===== src/rtl/imem_port_arbiter.sv =====
// Arbitrates the single instruction-memory port between the fetch unit (fixed priority)
// and the debug/program-loader port, with a wait counter bounding loader starvation.
module imem_port_arbiter #(
  parameter int                    DATA_WIDTH = 32,
  parameter int                    MEM_SIZE   = 1024,
  parameter int                    MAX_WAIT   = 4,
  parameter logic [DATA_WIDTH-1:0] NOP_INSTR  = 32'h00000013
) (
  input  logic                        clk,
  input  logic                        rst,
  input  logic                        f_req_valid_i,
  output logic                        f_req_ready_o,
  input  logic [DATA_WIDTH-1:0]       f_addr_i,
  output logic                        f_rsp_valid_o,
  input  logic                        f_rsp_ready_i,
  output logic [DATA_WIDTH-1:0]       f_rsp_data_o,
  output logic                        f_rsp_err_o,
  input  logic                        d_req_valid_i,
  output logic                        d_req_ready_o,
  input  logic                        d_we_i,
  input  logic [DATA_WIDTH-1:0]       d_addr_i,
  input  logic [DATA_WIDTH-1:0]       d_wdata_i,
  output logic                        d_rsp_valid_o,
  input  logic                        d_rsp_ready_i,
  output logic [DATA_WIDTH-1:0]       d_rsp_data_o,
  output logic                        d_rsp_err_o,
  output logic [$clog2(MEM_SIZE)-1:0] mem_idx_o,
  output logic                        mem_we_o,
  output logic [DATA_WIDTH-1:0]       mem_wdata_o,
  input  logic [DATA_WIDTH-1:0]       mem_rdata_i
);

  localparam int                    IDX_W     = $clog2(MEM_SIZE);
  localparam int                    CNT_W     = $clog2(MAX_WAIT + 1);
  localparam logic [DATA_WIDTH-1:0] MEM_WORDS = DATA_WIDTH'(MEM_SIZE);
  localparam logic [CNT_W-1:0]      MAX_CNT   = CNT_W'(MAX_WAIT);

  logic [DATA_WIDTH-1:0] f_word_s, d_word_s;
  logic                  f_in_range_s, d_in_range_s;
  logic [IDX_W-1:0]      f_idx_s, d_idx_s;
  logic                  f_elig_s, d_elig_s;
  logic                  f_grant_s, d_grant_s;
  logic [DATA_WIDTH-1:0] f_rdata_s, d_rdata_s;

  logic                  f_rsp_valid_r, d_rsp_valid_r;
  logic [DATA_WIDTH-1:0] f_rsp_data_r, d_rsp_data_r;
  logic                  f_rsp_err_r, d_rsp_err_r;
  logic [CNT_W-1:0]      wait_cnt_r;

  assign f_word_s     = f_addr_i >> 2'd2;
  assign d_word_s     = d_addr_i >> 2'd2;
  assign f_in_range_s = (f_word_s < MEM_WORDS);
  assign d_in_range_s = (d_word_s < MEM_WORDS);
  assign f_idx_s      = f_addr_i[IDX_W+1:2];
  assign d_idx_s      = d_addr_i[IDX_W+1:2];

  // Eligibility and grant; the loader overrides fetch once it has waited MAX_WAIT cycles
  always_comb begin
    f_elig_s  = f_req_valid_i & (~f_rsp_valid_r | f_rsp_ready_i);
    d_elig_s  = d_req_valid_i & (~d_rsp_valid_r | d_rsp_ready_i);
    f_grant_s = 1'b0;
    d_grant_s = 1'b0;
    if (rst) begin
      f_grant_s = 1'b0;
      d_grant_s = 1'b0;
    end else if (d_elig_s && (!f_elig_s || (wait_cnt_r >= MAX_CNT))) begin
      d_grant_s = 1'b1;
    end else if (f_elig_s) begin
      f_grant_s = 1'b1;
    end else begin
      f_grant_s = 1'b0;
      d_grant_s = 1'b0;
    end
  end

  assign f_req_ready_o = f_grant_s;
  assign d_req_ready_o = d_grant_s;
  assign mem_idx_o     = d_grant_s ? d_idx_s : f_idx_s;
  assign mem_we_o      = d_grant_s & d_we_i & d_in_range_s;
  assign mem_wdata_o   = d_wdata_i;

  assign f_rdata_s = f_in_range_s ? mem_rdata_i : NOP_INSTR;
  assign d_rdata_s = d_we_i ? d_wdata_i : (d_in_range_s ? mem_rdata_i : NOP_INSTR);

  // Fetch response register: loads on grant, clears when drained, otherwise holds
  always_ff @(posedge clk or posedge rst) begin
    if (rst) begin
      f_rsp_valid_r <= 1'b0;
      f_rsp_data_r  <= '0;
      f_rsp_err_r   <= 1'b0;
    end else if (f_grant_s) begin
      f_rsp_valid_r <= 1'b1;
      f_rsp_data_r  <= f_rdata_s;
      f_rsp_err_r   <= ~f_in_range_s;
    end else if (f_rsp_ready_i) begin
      f_rsp_valid_r <= 1'b0;
    end else begin
      f_rsp_valid_r <= f_rsp_valid_r;
    end
  end

  // Debug response register: writes echo their data, reads return memory (or NOP)
  always_ff @(posedge clk or posedge rst) begin
    if (rst) begin
      d_rsp_valid_r <= 1'b0;
      d_rsp_data_r  <= '0;
      d_rsp_err_r   <= 1'b0;
    end else if (d_grant_s) begin
      d_rsp_valid_r <= 1'b1;
      d_rsp_data_r  <= d_rdata_s;
      d_rsp_err_r   <= ~d_in_range_s;
    end else if (d_rsp_ready_i) begin
      d_rsp_valid_r <= 1'b0;
    end else begin
      d_rsp_valid_r <= d_rsp_valid_r;
    end
  end

  // Saturating count of consecutive cycles the loader was eligible but refused
  always_ff @(posedge clk or posedge rst) begin
    if (rst) begin
      wait_cnt_r <= '0;
    end else if (d_grant_s) begin
      wait_cnt_r <= '0;
    end else if (d_elig_s && (wait_cnt_r < MAX_CNT)) begin
      wait_cnt_r <= wait_cnt_r + CNT_W'(1);
    end else begin
      wait_cnt_r <= wait_cnt_r;
    end
  end

  assign f_rsp_valid_o = f_rsp_valid_r;
  assign f_rsp_data_o  = f_rsp_data_r;
  assign f_rsp_err_o   = f_rsp_err_r;
  assign d_rsp_valid_o = d_rsp_valid_r;
  assign d_rsp_data_o  = d_rsp_data_r;
  assign d_rsp_err_o   = d_rsp_err_r;

endmodule


===== config.mk =====
export PLATFORM = sky130hd
export DESIGN_NAME = imem_port_arbiter
export DESIGN_NICKNAME = d
export VERILOG_FILES = /design/src/rtl/imem_port_arbiter.sv
export SDC_FILE = /design/constraint.sdc
export NUM_CORES = 1
export LEC_CHECK = 0
export ABC_AREA = 1
export ABC_CLOCK_PERIOD_IN_PS = 3610
export CORE_MARGIN = 4
export CORE_UTILIZATION = 33
export CTS_CLUSTER_DIAMETER = 200
export DETAILED_ROUTE_END_ITERATION = 8
export PLACE_DENSITY_LB_ADDON = 0.1
export SKIP_LAST_GASP = 1
export SLEW_MARGIN = 10
export SYNTH_ARGS = -nofsm -noshare
export SYNTH_HDL_FRONTEND = slang
export SYNTH_SLANG_ARGS = --single-unit

===== constraint.sdc =====
create_clock -name clk -period 3.61 [get_ports clk]
set_input_delay 0.722 -clock clk [delete_from_list [all_inputs] [get_ports clk]]
set_output_delay 0.722 -clock clk [all_outputs]
set_load 0.01 [all_outputs]

==> metrics.md <==
| Metric | Value |
|---|---|
| Status | `finished, final reports clean` |
| Initial antenna violation count | `1` |
| Final nets | `876` |
| Clk root buf | `clkbuf_16` |
| Fin area | `approximately 6400 µm²` |
| Ports | `~250` |
| Post-synthesis compound-gate area fraction | `0.0149` |
| Critical Path Sink Type | `output port` |
| Worst Setup Start Kind | `primary input` |
| Crit path max fanout | `13` |
| Hold crit path type | `reg -> reg` |
| Reg clk slew, reported paths | `50 ps` |
| TritonCTS clock tree | `done` |
| Post-Synth Simple-Gate Area | `0.375` |
| Least-Margin Pin Slew | `857 ps` |
| Adder-Cell Fraction of Synth Area | `0.00325` |
| Post-cts resize count | `0` |
| DRC viols | `0` |
| Place WS | `337 ps` |
| Total Wirelength | `approximately 13 mm` |
| Initial Utilization | `0.337` |
| Synth-to-Final Area Change | `66.5%` |
| RSZ-0062 raised after global routing | `no` |
| TritonCTS Buffers | `9` |
| Mux cell area share after synthesis | `0` |
| Antenna viol nets, final | `0` |
| Pleak | `between 0.003 and 0.004 µW` |
| Dpl cell area | `between 6000 and 7000 µm²` |
| Largest net degree at the start of global routing | `62` |
| Vias in the first global route | `approximately 4000` |
| Die Area | `around 13000 µm²` |
| Port bufs | `around 240` |
| GRT Overall Usage | `0.192` |
| Drt pass-1 iters | `4` |
| Die height | `116 µm` |
| Leading area contributor after synthesis | `dfrtp_1` |
| Overflow after GRT | `0` |
| Max Clk Rate | `305 MHz` |
| Routability cong. | `slightly below 0.8` |
| Final Hold Violating Endpoints | `0` |
| Top post-synthesis cells by area | `dfrtp_1, nand2_1, buf_4` |
| Slack of the critical path | `329 ps` |
| Vias per cell | `between 4 and 5` |
| Area share of the largest cell type after synthesis | `0.461` |
| Clock latency reported for the late side of the worst-skew pair | `330 ps` |
| Placed cells | `~870` |
| Setup CP Type | `in -> out` |
| # diodes | `0` |
| First-pass GRT wire length | `just over 20 mm` |
| Post-layout util | `0.562` |
| Maximum VDD drop | `204 µV` |
| Critical path arrival | `2560 ps` |
| Postcts setup bufs | `0` |
| HPWL Detailed | `9.65 mm` |
| Synth unique cells | `22` |
| Final std cells w/o fill | `887` |
| Register area share after synthesis | `0.461` |
| Clock buffer depth | `2` |
| Total clock sinks | `71` |
| Clock Skew | `4.60 ps` |
| PwrDens | `between 400 and 500 nW/µm²` |
| Final min period | `roughly 3300 ps` |
| CTS Hold Bufs | `0` |
| Critical Path RT | `around 2900 ps` |
| Synth warn | `0` |
| DR vias | `~4000` |
| CTS HTree Levels | `3` |
| Synthesized area per cell | `7.21 µm²` |
| Post-synthesis instance total | `about 530` |
| Std cell rows | `39` |
| Xor and xnor area share after synthesis | `0.00227` |
| Slew margin rel. | `0.427` |
| # fillers | `around 1100` |
| #FFs+latches synth | `around 70` |
| Avg WL per Cell | `roughly 15 µm` |
| Die width | `between 100 and 150 µm` |
| Mapped cell area | `3850 µm²` |
| # setup viols final | `0` |
| Starting DRT DRC Count | `140` |
| Largest family of logic cells by synthesized area | `simple AND/OR/NAND/NOR gates` |
| Crit share post-route | `0.909` |
| Final setup TNS | `0 ps` |
| Share of layout cells above drive strength 1 | `0.0390` |
| Slew Limit Fails | `0` |
| Net Count, Synth | `670` |
| Total core area | `roughly 11000 µm²` |
| Max Cap Viol | `0` |
final cells by class:
class | instances | area (µm²) | share of cell area
timing repair buffer | 252 | 2500 | 0.390
tap | 143 | 179 | 0.0279
sequential | 71 | 1780 | 0.277
inverter | 43 | 165 | 0.0257
multi-input combinational | 363 | 1540 | 0.239
clock inverter | 1 | 5.00 | 0.000780
clock buffer | 14 | 254 | 0.0396
cell usage in the layout, fill, tap and decap left out:
master and count:
a21boi_1 1, buf_4 9, nand3_1 45, nor3_1 1, clkbuf_16 9, dfrtp_1 71, nand3_4 1, inv_1 40
clkinv_2 1, ha_1 1, nand3_2 1, nand4_1 2, clkbuf_8 1, and2_0 2, o21ai_1 5, nor2_1 62
nand2_1 224, inv_2 2, nor2_2 1, clkinvlp_4 1, xor2_1 1, clkdlybuf4s50_1 243, nand3b_1 8, o21ai_0 5
clkbuf_1 4, nor2_4 3
cells in the mapped netlist, drive strengths merged:
cell type	number
ha	1
and2	2
a21boi	1
xor2	1
dfrtp	71
nand4	2
inv	43
nand3b	8
nand3	47
clkbuf	3
nand2	224
o21ai	10
nor2	66
nor3	1
buf	54
critical path, stage by stage:
cell	delay, ps
clkdlybuf4s50_1	500
nor2_2	60
nor2_4	150
nand3_2	110
inv_1	310
nand2_1	100
nand2_1	80
clkdlybuf4s50_1	520
sequential cells by signal, indices dropped and copies added, names as in the netlist:
name / cells
wait_cnt_r: 3
f_rsp_data_o: 32
d_rsp_valid_o: 1
f_rsp_err_o: 1
d_rsp_data_o: 32
d_rsp_err_o: 1
f_rsp_valid_o: 1
through the flow:
step	total power (µW)	hold slack, ps
after detailed placement	1880	464
after floorplan	1370	511
after global placement	1860	463
final	2650	476
after global routing	2800	490
after CTS	2690	480
where the power goes:
part | total (µW) | switching (µW) | leakage [µW] | internal, µW
combinational | 866 | 384 | 0.00204 | 481
clock | 789 | 309 | 0.000127 | 480
sequential | 993 | 68.8 | 0.000939 | 924
total | 2650 | 763 | 0.00310 | 1890
worst paths after layout:
path	from	endpoint	slack, ps	depth (start not counted)
worst min-delay path	f_rsp_data_o[6]	f_rsp_data_o[6]	480	2
worst max register to register	f_rsp_valid_o	f_rsp_data_o[10]	1710	9
min in group asynchronous	rst	d_rsp_data_o[1]	820	3
worst max-delay path	d_rsp_ready_i	mem_idx_o[1]	330	8
worst min register to register	f_rsp_data_o[6]	f_rsp_data_o[6]	480	2
max in group asynchronous	rst	f_rsp_data_o[3]	2030	3
per-layer routing:
| metal | global-route usage | routed length, µm |
|---|---|---|
| met1 | 0.219 | 5100 |
| met2 | 0.338 | 6490 |
| met3 | 0.0601 | 1320 |
| met4 | 0.0688 | 245 |
| met5 | 0 | 11 |
logic make-up after synthesis:
group	Yosys count
AND/OR/NAND/NOR	350
AO/OA/AOI/OAI	11
flip-flops	71
XOR/XNOR	1
adder cells (fa/ha/maj)	1
buffers and inverters	100
Power figures use the tool's default switching activity.
